--- config.mk ---
export PLATFORM = sky130hd
export DESIGN_NAME = uc_mc
export DESIGN_NICKNAME = d
export VERILOG_FILES = /design/src/rtl/uc_pkg.sv /design/src/rtl/uc_decode.sv /design/src/rtl/uc_mc.sv
export SDC_FILE = /design/constraint.sdc
export NUM_CORES = 1
export LEC_CHECK = 0
export ABC_AREA = 1
export CAP_MARGIN = 20
export CORE_ASPECT_RATIO = 0.7
export CORE_MARGIN = 8
export CORE_UTILIZATION = 28
export CTS_CLUSTER_SIZE = 28
export DETAILED_ROUTE_END_ITERATION = 8
export PLACE_DENSITY_LB_ADDON = 0.1
export SLEW_MARGIN = 20
export SYNTH_ARGS = -nofsm -noshare
export SYNTH_HDL_FRONTEND = slang
export SYNTH_SLANG_ARGS = --single-unit
--- constraint.sdc ---
create_clock -name clk -period 1.6 [get_ports clk]
set_input_delay 0.32 -clock clk [delete_from_list [all_inputs] [get_ports clk]]
set_output_delay 0.32 -clock clk [all_outputs]
set_load 0.005 [all_outputs]
--- src/rtl/uc_pkg.sv ---
// Shared types and opcode constants for the multicycle control unit.
// Latency: n/a (declarations only).
// Backpressure: n/a.
package uc_pkg;

    // Instruction sequencing states; HALT and ERR are terminal until reset.
    typedef enum logic [2:0] {
        ST_FETCH  = 3'd0,
        ST_DECODE = 3'd1,
        ST_EXEC   = 3'd2,
        ST_HALT   = 3'd3,
        ST_ERR    = 3'd4
    } state_t;

    // Opcode class prefixes, matched on the top opcode bits in this order.
    localparam logic       PFX_ALU  = 1'b1;
    localparam logic [3:0] PFX_LDI  = 4'b0000;
    localparam logic [2:0] PFX_FLOW = 3'b001;
    localparam logic [2:0] PFX_HALT = 3'b011;

    // Flow-control sub-ops in opcode[2:0]; 101..111 fall through as NOP.
    localparam logic [2:0] FL_J    = 3'b000;
    localparam logic [2:0] FL_JZ   = 3'b001;
    localparam logic [2:0] FL_JNZ  = 3'b010;
    localparam logic [2:0] FL_CALL = 3'b011;
    localparam logic [2:0] FL_RET  = 3'b100;

    // Decoded control vector; jz/jnz mark that s_inc must be taken from z in EXEC.
    typedef struct packed {
        logic we3;
        logic wez;
        logic s_inm;
        logic s_inc;
        logic s_ret;
        logic jz;
        logic jnz;
        logic push;
        logic pop;
        logic halt;
    } ctl_t;

endpackage

--- src/rtl/uc_decode.sv ---
// Opcode to control-vector decoder for the multicycle control unit.
// Latency: purely combinational, zero cycles.
// Backpressure: none; output is a pure function of the opcode.
module uc_decode
    import uc_pkg::*;
#(
    parameter int OPW  = 6,
    parameter int ALUW = 3
) (
    input  logic [OPW-1:0]  opcode,
    output ctl_t            ctl,
    output logic [ALUW-1:0] op_alu
);

    // Class priority: ALU, immediate load, flow control, halt, otherwise NOP.
    always_comb begin
        ctl       = '0;
        ctl.s_inc = 1'b1;
        op_alu    = '0;
        if (opcode[OPW-1] == PFX_ALU) begin
            ctl.we3 = 1'b1;
            ctl.wez = 1'b1;
            op_alu  = opcode[ALUW-1:0];
        end else if (opcode[OPW-1:OPW-4] == PFX_LDI) begin
            ctl.s_inm = 1'b1;
            ctl.we3   = 1'b1;
        end else if (opcode[OPW-1:OPW-3] == PFX_FLOW) begin
            case (opcode[2:0])
                FL_J:    ctl.s_inc = 1'b0;
                FL_JZ:   ctl.jz    = 1'b1;
                FL_JNZ:  ctl.jnz   = 1'b1;
                FL_CALL: begin
                    ctl.push  = 1'b1;
                    ctl.s_inc = 1'b0;
                end
                FL_RET:  begin
                    ctl.pop   = 1'b1;
                    ctl.s_ret = 1'b1;
                    ctl.s_inc = 1'b0;
                end
                default: ctl.s_inc = 1'b1;
            endcase
        end else if (opcode[OPW-1:OPW-3] == PFX_HALT) begin
            ctl.halt  = 1'b1;
            ctl.s_inc = 1'b0;
        end
    end

endmodule

--- src/rtl/uc_mc.sv ---
// Multicycle FETCH/DECODE/EXEC control unit with return-stack checks and retire counter.
// Latency: 3 cycles per instruction plus one per FETCH cycle with mem_ready low.
// Backpressure: stalls in FETCH until mem_ready; HALT/ERR hold until reset.
module uc_mc
    import uc_pkg::*;
#(
    parameter int OPW  = 6,
    parameter int ALUW = 3,
    parameter int CNTW = 16
) (
    input  logic            clk,
    input  logic            reset,
    input  logic [OPW-1:0]  opcode,
    input  logic            z,
    input  logic            mem_ready,
    input  logic            stack_full,
    input  logic            stack_empty,
    output logic            ir_we,
    output logic            pc_we,
    output logic            s_inc,
    output logic            s_ret,
    output logic            s_inm,
    output logic            we3,
    output logic            wez,
    output logic [ALUW-1:0] op_alu,
    output logic            push,
    output logic            pop,
    output logic            halted,
    output logic            err,
    output logic [CNTW-1:0] instr_cnt
);

    state_t          state_q, state_d;
    logic [CNTW-1:0] cnt_q, cnt_d;
    ctl_t            dec;
    logic [ALUW-1:0] dec_alu;
    logic            stk_fault;
    logic            exec_ok;

    uc_decode #(.OPW(OPW), .ALUW(ALUW)) u_decode (
        .opcode (opcode),
        .ctl    (dec),
        .op_alu (dec_alu)
    );

    // Only the stack status relevant to the current sub-op can fault.
    assign stk_fault = (dec.push & stack_full) | (dec.pop & stack_empty);

    // EXEC retires the instruction unless it halts or faults on the stack.
    assign exec_ok = (state_q == ST_EXEC) && !dec.halt && !stk_fault;

    // Next state and retire counter.
    always_comb begin
        state_d = state_q;
        cnt_d   = cnt_q;
        case (state_q)
            ST_FETCH:  if (mem_ready) state_d = ST_DECODE;
            ST_DECODE: state_d = ST_EXEC;
            ST_EXEC: begin
                if (dec.halt) begin
                    state_d = ST_HALT;
                end else if (stk_fault) begin
                    state_d = ST_ERR;
                end else begin
                    state_d = ST_FETCH;
                    cnt_d   = cnt_q + 1'b1;
                end
            end
            ST_HALT:   state_d = ST_HALT;
            ST_ERR:    state_d = ST_ERR;
            default:   state_d = ST_FETCH;
        endcase
    end

    // State and counter registers; reset wins over everything.
    always_ff @(posedge clk) begin
        if (reset) begin
            state_q <= ST_FETCH;
            cnt_q   <= '0;
        end else begin
            state_q <= state_d;
            cnt_q   <= cnt_d;
        end
    end

    // Output gating: enables only in a retiring EXEC, all outputs forced low while reset is high.
    always_comb begin
        ir_we     = 1'b0;
        pc_we     = 1'b0;
        s_inc     = 1'b0;
        s_ret     = 1'b0;
        s_inm     = 1'b0;
        we3       = 1'b0;
        wez       = 1'b0;
        op_alu    = '0;
        push      = 1'b0;
        pop       = 1'b0;
        halted    = 1'b0;
        err       = 1'b0;
        instr_cnt = '0;
        if (!reset) begin
            instr_cnt = cnt_q;
            ir_we     = (state_q == ST_FETCH) && mem_ready;
            halted    = (state_q == ST_HALT) || (state_q == ST_ERR);
            err       = (state_q == ST_ERR);
            if (exec_ok) begin
                pc_we  = 1'b1;
                s_inc  = dec.jz ? ~z : (dec.jnz ? z : dec.s_inc);
                s_ret  = dec.s_ret;
                s_inm  = dec.s_inm;
                we3    = dec.we3;
                wez    = dec.wez;
                op_alu = dec_alu;
                push   = dec.push;
                pop    = dec.pop;
            end
        end
    end

endmodule

* Word-level counts from Yosys, hierarchy flattened
Cells that the tools add are included.
Storage, ports and cells: word-level logic and storage cells 75, flip-flop bits (word level) 19, bits of input ports 12, output and inout bits 30
Cells by class: bitwise logic cells 6, $add $sub $neg 1, reductions and logical operators 11, muxes and demuxes 44, eq/ne operators 11
Operators by type and width (number):
- $mux 1 | 33
- $mux 3 | 6
- $add 16x1->16 const B | 1
- $mux 16 | 1
- $eq 3x2->1 const B | 5
- $pmux 3 s5 | 1
- $eq 3x1->1 const B | 3
- $mux 8 | 1
- $mux 7 | 1
- $eq 3x3->1 const B | 2
- $logic_not 3->1 | 2
- $mux 5 | 1
- $logic_not 4->1 | 1
- $logic_and 1x1->1 | 3
- $not 1->1 | 3
- $reduce_and 3->1 | 1
- $reduce_or 3->1 | 1
- $and 1x1->1 | 2
- $logic_not 1->1 | 2
- $ne 2x2->1 const B | 1
- $logic_or 1x1->1 | 1
- $or 1x1->1 | 1

* Logic depth before layout (Yosys ltp)
depth in word-level cells 12, mapped depth 9, gate-level depth less buffers 9

* Hierarchy
A second synthesis with hierarchy kept.
Unflattened totals: cell total of the unflattened synthesis 247, area, all modules 1446.4 um^2
Modules (own cells, without submodules):
- uc_mc | seq. area each 380.4 um^2, instances 1, area each 1288.7 um^2, cells an instance 218
- uc_decode | seq. area each 0.0 um^2, instances 1, area each 157.7 um^2, cells an instance 29

* Worst setup path before layout
Ideal clock, no wire load.
path type reg2out, start reg state_q[2], end out s_ret, data required time 1.280 ns, stages on the path, launching flop included 9, buffers on the path 1, setup slack -0.027 ns, data arrival time 1.307 ns, cells stage by stage dfxtp_1 > inv_1 > nand3_1 > nor2_4 > nand3_4 > inv_2 > nand2_1 > nor2_1 > buf_4
On the way: word-level cells in the longest chain between the ends 5
RTL lines:
- start, declared | line uc_mc.sv:33 | state_t state_q, state_d;
- start signal, assigned | line uc_mc.sv:81 | state_q <= state_d;
- $eq 3x2->1 | line uc_mc.sv:50 | assign exec_ok = (state_q == ST_EXEC) && !dec.halt && !stk_fault;
- $logic_and 1x1->1 (2 in series) | line uc_mc.sv:50
- $mux 1 | line uc_mc.sv:106 | if (exec_ok) begin
- $mux 1 | line uc_mc.sv:101 | if (!reset) begin
- end, declared | line uc_mc.sv:21 | output logic s_ret,
Every way passes these cells.

* Final worst setup path
start reg state_q[0], end out op_alu[1]
On the way: word-level cells in the longest chain between the ends 5
RTL lines:
- $eq 3x2->1 | line uc_mc.sv:50
- $logic_and 1x1->1 (2 in series) | line uc_mc.sv:50
- $mux 3 | line uc_mc.sv:106
- $mux 3 | line uc_mc.sv:101
- end, declared | line uc_mc.sv:25 | output logic [ALUW-1:0] op_alu,
Every way passes these cells.

==> flow_metrics.tcl <==
set metrics [dict create \
    synth-seq-cells 19 \
    cts_sinks 19 \
    drt-pass1-iter-count 4 \
    grt_overflow 0 \
    crit_slowest_cell "dfxtp_2" \
    syn_avg_cell_area_um2 5.81 \
    cp_num_buf_inv 2 \
    r2r_cells 8 \
    reg2reg_to "cnt_q[10]" \
    cap_violations 0 \
    ys_seq_area_frac 0.270 \
    fin_crit_sh 1.08 \
    cp-startpoint "state_q[0]" \
    setup.worst_path.end_class "primary output" \
    port_buffers 41 \
    tritoncts "yes" \
    synth_cell_types 26 \
    core_area_um2 4810 \
    critPathKind "flip-flop to primary output" \
    cts_buffers 3 \
    synthesis.instances 242 \
    drc_errors 0 \
    ys_warn_count 0 \
    rows 21 \
    num_io_pins 42 \
    yosysMostFrequentCell "nand2_1" \
    pre_cts_slack_ns -0.879 \
    die_h_um 75.3 \
    syn_to_final_growth_pct 68.8 \
    regToRegSetupSlack_ns 0.19 \
    status "complete, but fails checks" \
    fmax_mhz 578 \
    max_stage_delay_ns 0.33 \
    synthTopCellsByCount "nand2_1, nor2_1, inv_1, dfxtp_1, a21oi_1" \
    path_cells "inv_2, nand3_4, nor2_4, nand3_4, nor2_4, nand2_4, nor2_1, buf_2" \
    worstMarginPinSlew_ns 0.304 \
    ys_top_cells_by_area "dfxtp_1, nand2_1, nor2_1, inv_1, a21oi_1" \
    insertion_delay_ns 0.27 \
    final_layout_size_suffix_gt1_frac 0.362 \
    dp_hpwl_um 3530 \
    track_usage 0.126 \
    r2r_start "cnt_q[0]" \
    start_util 0.292 \
    utilization 0.494 \
    clock_skew_ns 0.00363 \
    gp_congestion 0.878 \
    netlist.area_leader.share 0.270 \
    syn_area_um2 1410 \
    crit_path_start_kind "flip-flop" \
    via_per_inst 4.31 \
    fin_crit_ns 1.73 \
    finalSetupViolations 11 \
    p_leak_uw 0.00110 \
    vias 1703 \
    h-tree-depth 1 \
    min_from "reset" \
    final.setup.tns_ns -1.12 \
    setup_ws_ns -0.129 \
    powerDensity_nw_per_um2 454 \
    ir_worst_vdd_v 0.000277 \
    antenna_found_initial 0 \
    maxSlewViolCount 0 \
    clkTransAtPathRegs_ns 0.08 \
    synth-async-reset-ratio 0 \
    grt_max_degree 22 \
    ant_nets 0 \
    drtIter0Drc 111 \
    synth_top_area_cell "dfxtp_1" \
    diodes 0 \
    whs_ns 0.461 \
    die_area_um2 7580 \
    cp.required_ns 1.28 \
    synth-edff-count 0 \
    relSlewSlack 0.796 \
    violations "setup timing" \
    grt_pass1_vias 1524 \
    cp_num_cells 8 \
    worstHoldPathType "input port to flip-flop" \
    grt_pass1_wl_um 7530 \
    final_nets 340 \
    die_w_um 101 \
    synth_flop_cell "dfxtp_1" \
    endpoint "op_alu[1]" \
    cts-root-buf "clkbuf_8" \
    rsz0062_at_grt "true" \
    cpLargestDelayFamily "simple AND/OR/NAND/NOR gates" \
    post_drt_wl_per_cell_um 12.1 \
    cts_buffer_depth 2 \
    finalWirelength_um 4760 \
    cp_data_arrival_time_ns 1.41 \
    cp_max_fo 4 \
    synth_fp_nets 255 \
    finalHoldViolCount 0 \
]
## through the flow
stage	total power (uW)	std cells	instance area (um^2)
after global routing	1130	395	2370
after detailed placement	687	379	2110
after CTS	1060	392	2270
final	1080	395	2370
after floorplan	581	242	1410
after global placement	690	379	2110
## metal layers
| metal | wire (um) | part of all wire | vias up | GRT usage |
|---|---|---|---|---|
| li1 | - | - | 928 | - |
| met4 | 25 | 0.0052 | 0 | 0.0200 |
| met5 | 0 | 0 | - | 0 |
| met2 | 1910 | 0.40 | 37 | 0.187 |
| met3 | 216 | 0.045 | 5 | 0.0338 |
| met1 | 2610 | 0.55 | 733 | 0.179 |
## worst min-delay path: cells and delay by family
family	cells	cell delay, ns
buf+inv	2	0.33
compound gates	1	0.04
## cells in the final DEF, fill, tap and decap left out, types with 6 or more instances in the layout
master,n
nand2_1,71
nor2_1,43
buf_4,40
inv_1,23
a21oi_1,14
dfxtp_2,13
buf_2,13
dlygate4sd2_1,10
nor2_4,7
o21ai_0,7
buf_6,7
nor2_2,6
nand3_1,6
nand4_1,6
clkdlybuf4s50_1,6
## repair_timing
action                     CTS  global route
gates resized for setup    116            38
gates cloned                 0             1
pin swaps                   10            11
setup buffers                9             2
hold buffers                 0             0
setup endpoints to repair   34            22
hold endpoints to repair     0             0
## sequential cells by signal, summed over array words and instances, names as in the netlist
signal   cells
cnt_q       16
state_q      3
## logic make-up after synthesis
family	synth area share
adders and majority gates	0.00890
AOI/OAI and AO/OA	0.110
and+or+nand+nor	0.467
DFF	0.270
buffers and inverters	0.112
xor gates and xnor gates	0.0311
## worst min path at each step
stage | cells after the start | to | slack, ns
3_3_place_gp | 2 | cnt_q[15] | 0.48
4_1_cts | 2 | cnt_q[11] | 0.50
3_5_place_dp | 2 | cnt_q[15] | 0.49
6_report | 3 | cnt_q[9] | 0.46
2_1_floorplan | 2 | cnt_q[15] | 0.45
5_1_grt | 3 | state_q[2] | 0.46
## where the power goes
part	switching [uW]	internal (uW)
Clock	185	174
Sequential	6.85	477
Combinational	121	114
## cell type report
class                      instances  area (um^2)
clock buffer                       3         41.3
fill                             518         2430
tap                               69         86.3
clock inverter                     1         5.00
multi-input combinational        187          990
inverter                          29          111
sequential                        19          404
timing repair buffer              87          736
Power figures use the tool's default switching activity.
